<file path="config.mk">
export PLATFORM = sky130hd
export DESIGN_NAME = imem_loader
export DESIGN_NICKNAME = d
export VERILOG_FILES = /design/src/rtl/imem_loader.sv
export SDC_FILE = /design/constraint.sdc
export NUM_CORES = 1
export LEC_CHECK = 0
export ABC_AREA = 0
export BUFFER_PORTS_ARGS = -buffer_cell sky130_fd_sc_hd__buf_2
export CORE_MARGIN = 2
export CORE_UTILIZATION = 55
export CTS_BUF_LIST = sky130_fd_sc_hd__clkbuf_8 sky130_fd_sc_hd__clkbuf_16
export DETAILED_ROUTE_END_ITERATION = 16
export HOLD_SLACK_MARGIN = 0.15
export PLACE_DENSITY = 0.87
export SYNTH_ARGS = -nofsm -noshare
export SYNTH_HDL_FRONTEND = slang
export SYNTH_SLANG_ARGS = --single-unit
</file>
<file path="constraint.sdc">
create_clock -name clk -period 2.6 [get_ports clk]
set_clock_uncertainty 0.1 [all_clocks]
set_input_delay 0.13 -clock clk [delete_from_list [all_inputs] [get_ports clk]]
set_output_delay 0.13 -clock clk [all_outputs]
set_load 0.01 [all_outputs]
</file>
<file path="src/rtl/imem_loader.sv">
// Byte-stream instruction memory loader: header (16-bit word count) + LE data words, written from address 0.
// Optional trailing XOR checksum byte when IMEM_LOADER_CHECKSUM_EN is defined.
module imem_loader #(
  parameter int BUS    = 32,
  parameter int ADDR_W = 6
) (
  input  logic              clk,
  input  logic              reset,
  input  logic              start,
  input  logic              byte_valid,
  input  logic [7:0]        byte_data,
  output logic              byte_ready,
  output logic              mem_we,
  output logic [BUS-1:0]    mem_addr,
  output logic [BUS-1:0]    mem_wdata,
  output logic              cpu_hold,
  output logic              done,
  output logic              error,
  output logic [ADDR_W:0]   word_count
);

  typedef enum logic [2:0] {
    S_IDLE, S_LEN_LO, S_LEN_HI, S_DATA, S_WRITE, S_DONE, S_ERR, S_CHK
  } state_e;

  localparam logic [16:0] DEPTH = 17'(1) << ADDR_W;

  state_e            state_q, state_d;
  logic [15:0]       len_q, len_d;
  logic [ADDR_W-1:0] idx_q, idx_d;
  logic [1:0]        bcnt_q, bcnt_d;
  logic [BUS-1:0]    word_q, word_d;
  logic [BUS-1:0]    addr_q, addr_d;
  logic [BUS-1:0]    wdata_q, wdata_d;
  logic [ADDR_W:0]   wc_q, wc_d;
`ifdef IMEM_LOADER_CHECKSUM_EN
  logic [7:0]        xor_q, xor_d;
`endif

  logic              byte_fire;
  logic              load_go;
  logic [15:0]       hdr_n;
  logic              hdr_bad;
  logic [ADDR_W:0]   idx_inc;
  logic              last_word;
  logic [BUS-1:0]    word_shift;

  assign byte_fire  = byte_valid & byte_ready;
  assign hdr_n      = {byte_data, len_q[7:0]};
  assign hdr_bad    = (hdr_n == 16'd0) || ({1'b0, hdr_n} > DEPTH);
  assign idx_inc    = {1'b0, idx_q} + (ADDR_W+1)'(1);
  assign last_word  = (16'(idx_inc) == len_q);
  // Bytes enter at the top and shift down, so byte 0 ends up in [7:0].
  assign word_shift = {byte_data, word_q[BUS-1:8]};

  assign mem_addr   = addr_q;
  assign mem_wdata  = wdata_q;
  assign word_count = wc_q;

  always_ff @(posedge clk or negedge reset) begin
    if (!reset) begin
      state_q <= S_IDLE;
      len_q   <= '0;
      idx_q   <= '0;
      bcnt_q  <= '0;
      word_q  <= '0;
      addr_q  <= '0;
      wdata_q <= '0;
      wc_q    <= '0;
`ifdef IMEM_LOADER_CHECKSUM_EN
      xor_q   <= '0;
`endif
    end else begin
      state_q <= state_d;
      len_q   <= len_d;
      idx_q   <= idx_d;
      bcnt_q  <= bcnt_d;
      word_q  <= word_d;
      addr_q  <= addr_d;
      wdata_q <= wdata_d;
      wc_q    <= wc_d;
`ifdef IMEM_LOADER_CHECKSUM_EN
      xor_q   <= xor_d;
`endif
    end
  end

  always_comb begin
    state_d    = state_q;
    len_d      = len_q;
    idx_d      = idx_q;
    bcnt_d     = bcnt_q;
    word_d     = word_q;
    addr_d     = addr_q;
    wdata_d    = wdata_q;
    wc_d       = wc_q;
`ifdef IMEM_LOADER_CHECKSUM_EN
    xor_d      = xor_q;
`endif
    load_go    = 1'b0;
    byte_ready = 1'b0;
    mem_we     = 1'b0;
    cpu_hold   = 1'b1;
    done       = 1'b0;
    error      = 1'b0;

    case (state_q)
      S_IDLE: begin
        cpu_hold = 1'b0;
        load_go  = start;
      end
      S_LEN_LO: begin
        byte_ready = 1'b1;
        if (byte_fire) begin
          len_d   = {len_q[15:8], byte_data};
          state_d = S_LEN_HI;
        end
      end
      S_LEN_HI: begin
        byte_ready = 1'b1;
        if (byte_fire) begin
          len_d   = hdr_n;
          state_d = hdr_bad ? S_ERR : S_DATA;
        end
      end
      S_DATA: begin
        byte_ready = 1'b1;
        if (byte_fire) begin
          word_d = word_shift;
          bcnt_d = bcnt_q + 2'd1;
`ifdef IMEM_LOADER_CHECKSUM_EN
          xor_d  = xor_q ^ byte_data;
`endif
          if (bcnt_q == 2'd3) begin
            wdata_d = word_shift;
            addr_d  = BUS'({idx_q, 2'b00});
            state_d = S_WRITE;
          end
        end
      end
      S_WRITE: begin
        mem_we = 1'b1;
        wc_d   = idx_inc;
        if (last_word) begin
`ifdef IMEM_LOADER_CHECKSUM_EN
          state_d = S_CHK;
`else
          state_d = S_DONE;
`endif
        end else begin
          idx_d   = idx_inc[ADDR_W-1:0];
          state_d = S_DATA;
        end
      end
      S_DONE: begin
        cpu_hold = 1'b0;
        done     = 1'b1;
        load_go  = start;
      end
      S_ERR: begin
        error   = 1'b1;
        load_go = start;
      end
`ifdef IMEM_LOADER_CHECKSUM_EN
      S_CHK: begin
        byte_ready = 1'b1;
        if (byte_fire) state_d = (byte_data == xor_q) ? S_DONE : S_ERR;
      end
`endif
      default: state_d = S_IDLE;
    endcase

    // A fresh load always restarts at word 0 with cleared progress.
    if (load_go) begin
      state_d = S_LEN_LO;
      idx_d   = '0;
      wc_d    = '0;
      bcnt_d  = '0;
`ifdef IMEM_LOADER_CHECKSUM_EN
      xor_d   = '0;
`endif
    end
  end

endmodule
</file>
==> impl_metrics.ini <==
[outcome]
status = finished clean

[setup_path]
regToRegSetupSlack_ns = 0.26
required_ns = 2.76
timing.rr.end = state_q[0]
worst_r2r_startpoint = len_q[2]
ff2ff_path_depth = 6
cp-end-kind = flip-flop
setup.worst_path.start_class = flip-flop
worst-setup-path-type = reg -> reg
critical_path.max_fanout = 4
worst_ep_arrival_ns = 2.49

[global_routing]
antenna_violations_before_repair = 0
wire_length_of_the_first_global_routing_pass_um = 13760
globalRoute.totalOverflow = 0
number_of_global_route_vias_before_repair = 2829
grt_max_degree = 58
groute.usage.overall = 0.2037

[sta]
rsz0062_at_grt = false
timing.fmax_ghz = 0.4280
setup_tns_ns = 0
finalCritPeriodShare = 0.8986
final_critical_path_setup_slack_ns = 0.2637
timing_max_transition_violations_final = 0
post-route-min-period_ns = 2.336
hold_viol = 0
worst_pin_slew_ns = 0.6958
timing.final.setup_violations = 0
slew-limit-headroom = 0.5313

[detailed_routing]
detailroute.via_count = 2839
drt.antenna.violating_nets = 0
dr.first_iter.drc_count = 210
drt-vias-per-instance = 5.491
number_of_iterations_in_the_first_detailed_routing_pass = 4
routed_wire_length_per_instance_um = 16.32
detail_route.drc_violations = 0
postRouteWirelength_um = 8440

[synth]
synthesis.area_um2 = 4380
yosys.cell_types.count = 48
mean_syn_cell_area_um2 = 12.88
commonest_cells_in_the_netlist = 96 x dfrtp_1, 78 x mux2_2, 28 x buf_4
synthDominantCellAreaShare = 0.5484
synth_async_sr_flop_share = 1.000
dominantRegCellSynth = dfrtp_1
yosys_register_bits = 96
cell_with_the_most_instances_after_synthesis = dfrtp_1
synth_cells = 340
seq_area_frac_synth = 0.5484
synth_enable_flop_cells = 0
synth.top_cells.by_area = dfrtp_1 55%, mux2_2 20%, buf_4 4.8%
yosysWarningCount = 0
synth_area_leader_cell = dfrtp_1

[final_layout]
post_route_cells_drive_above_1_share = 0.4169
nNetsFinal = 424
area_growth_pct = 13.05
n_antenna_cell = 0

[cts]
cts.hold.buffers_added = 11
ctsResizeCount = 0
cts_tree = yes
tritoncts.num_buffers = 9
cts_sinks = 96
cts.repair_timing.setup_buffer_count = 0
cts_root_buf = clkbuf_8
clkTransAtPathRegs_ns = 0.09
ctsLongestPathBuffers = 2
clk_latency_ns = 0.37
htreeDepth = 3

[floorplanning]
initial_core_util = 0.5669
core-area_um2 = 7727
chipWidth_um = 93.25
io_pins = 88
rows = 32
dieHeight_um = 93.25
die-area_um2 = 8695

[placement]
place.detailed.hpwl_um = 5738
post-place-ws_ns = 0.3373
finalWeightedCongestion = 0.7968
numPortBuffers = 61

[worst_hold_path]
min_path_type = in -> async

[pwr]
p_per_area_nw_per_um2 = 1009
worst_ir_drop_vdd_mv = 0.6145
total_leakage_power_nw = 2.466
power_after_layout_mw = 4.996

[job]
max_cap_violations = 0
per-layer routing:
layer | track usage | up-vias | share of wire
met5 | 0 | - | 0
met4 | 0.07966 | 0 | 0.021
met3 | 0.05479 | 20 | 0.053
met2 | 0.3381 | 108 | 0.51
met1 | 0.2551 | 1429 | 0.42
li1 | - | 1282 | -
cell usage in the layout, fill, tap and decap left out, types with 2 or more instances in the layout:
cell type,n
a211oi_1,4
a31oi_1,3
dlygate4sd3_1,11
dfrtp_1,96
or4_1,2
clkbuf_8,9
conb_1,26
inv_1,7
or3_1,3
nand3_2,2
ha_1,2
xor2_1,3
nor2_1,14
o211ai_1,3
buf_4,7
o31ai_1,3
xnor2_1,8
mux2_2,78
buf_2,60
o21ai_1,2
nor3_1,5
xor3_1,2
o21ai_0,5
nand3_1,8
nand2_1,12
nand4_1,2
nor2b_1,2
and3_1,2
a21oi_1,10
stage by stage:
stage                     utilization  area [um^2]  hold slack [ns]  instances
after floorplan                     -         4474          -0.2656        365
after detailed placement       0.6043         4669           0.1258        490
after CTS                      0.6409         4952           0.2706        517
final                          0.6409         4952           0.2590        517
after global placement         0.6043         4669           0.1162        490
after global routing           0.6409         4952           0.3243        517
how the worst max path moves through the flow:
stage	startpoint	endpoint	slack (ns)	depth (start not counted)
2_1_floorplan	idx_q[0]	idx_q[3]	0.45	8
3_3_place_gp	len_q[2]	state_q[0]	0.44	6
3_5_place_dp	idx_q[1]	idx_q[2]	0.34	8
4_1_cts	len_q[2]	state_q[0]	0.26	6
5_1_grt	idx_q[1]	idx_q[3]	0.14	8
6_report	len_q[2]	state_q[0]	0.26	6
critical path: stages (launching register included):
cell,delay [ns]
dfrtp_1,0.42
or4_1,0.54
nor3_1,0.23
xnor2_1,0.15
nand4_1,0.15
o311a_1,0.37
o31ai_1,0.26
cell families (layout without fill, tap and decap cells):
logic type / count (synthesis) / count (layout) / synth area share
AOI/OAI and AO/OA: 38 / 38 / 0.05941
xor gates and xnor gates: 13 / 13 / 0.03285
adders and majority gates: 2 / 2 / 0.005712
buffers and inverters: 51 / 101 / 0.07598
DFF: 96 / 96 / 0.5484
muxes: 78 / 78 / 0.2005
other: 1 / 26 / 0.0008561
and+or+nand+nor: 61 / 61 / 0.07626
registers in the layout (all words and copies together), names as in the netlist:
name / count
bcnt_q: 2
word_count: 7
mem_wdata: 32
len_q: 16
mem_addr: 6
state_q: 3
word_q: 24
idx_q: 6
layout make-up:
| class | instances | area, um^2 |
|---|---|---|
| Tap cell | 102 | 127.6 |
| Sequential cell | 96 | 2402 |
| Multi-Input combinational cell | 218 | 1744 |
| Clock buffer | 9 | 123.9 |
| Fill cell | 587 | 2775 |
| Inverter | 6 | 22.52 |
| Timing Repair Buffer | 79 | 483.0 |
| Clock inverter | 7 | 48.80 |
power breakdown:
group	switching (mW)	leakage (nW)	internal, mW
clock	0.529	0.0941	0.351
combinational	0.806	1.13	0.857
sequential	0.407	1.25	2.05
total	1.74	2.47	3.25
(Power assumes the default switching activity.)
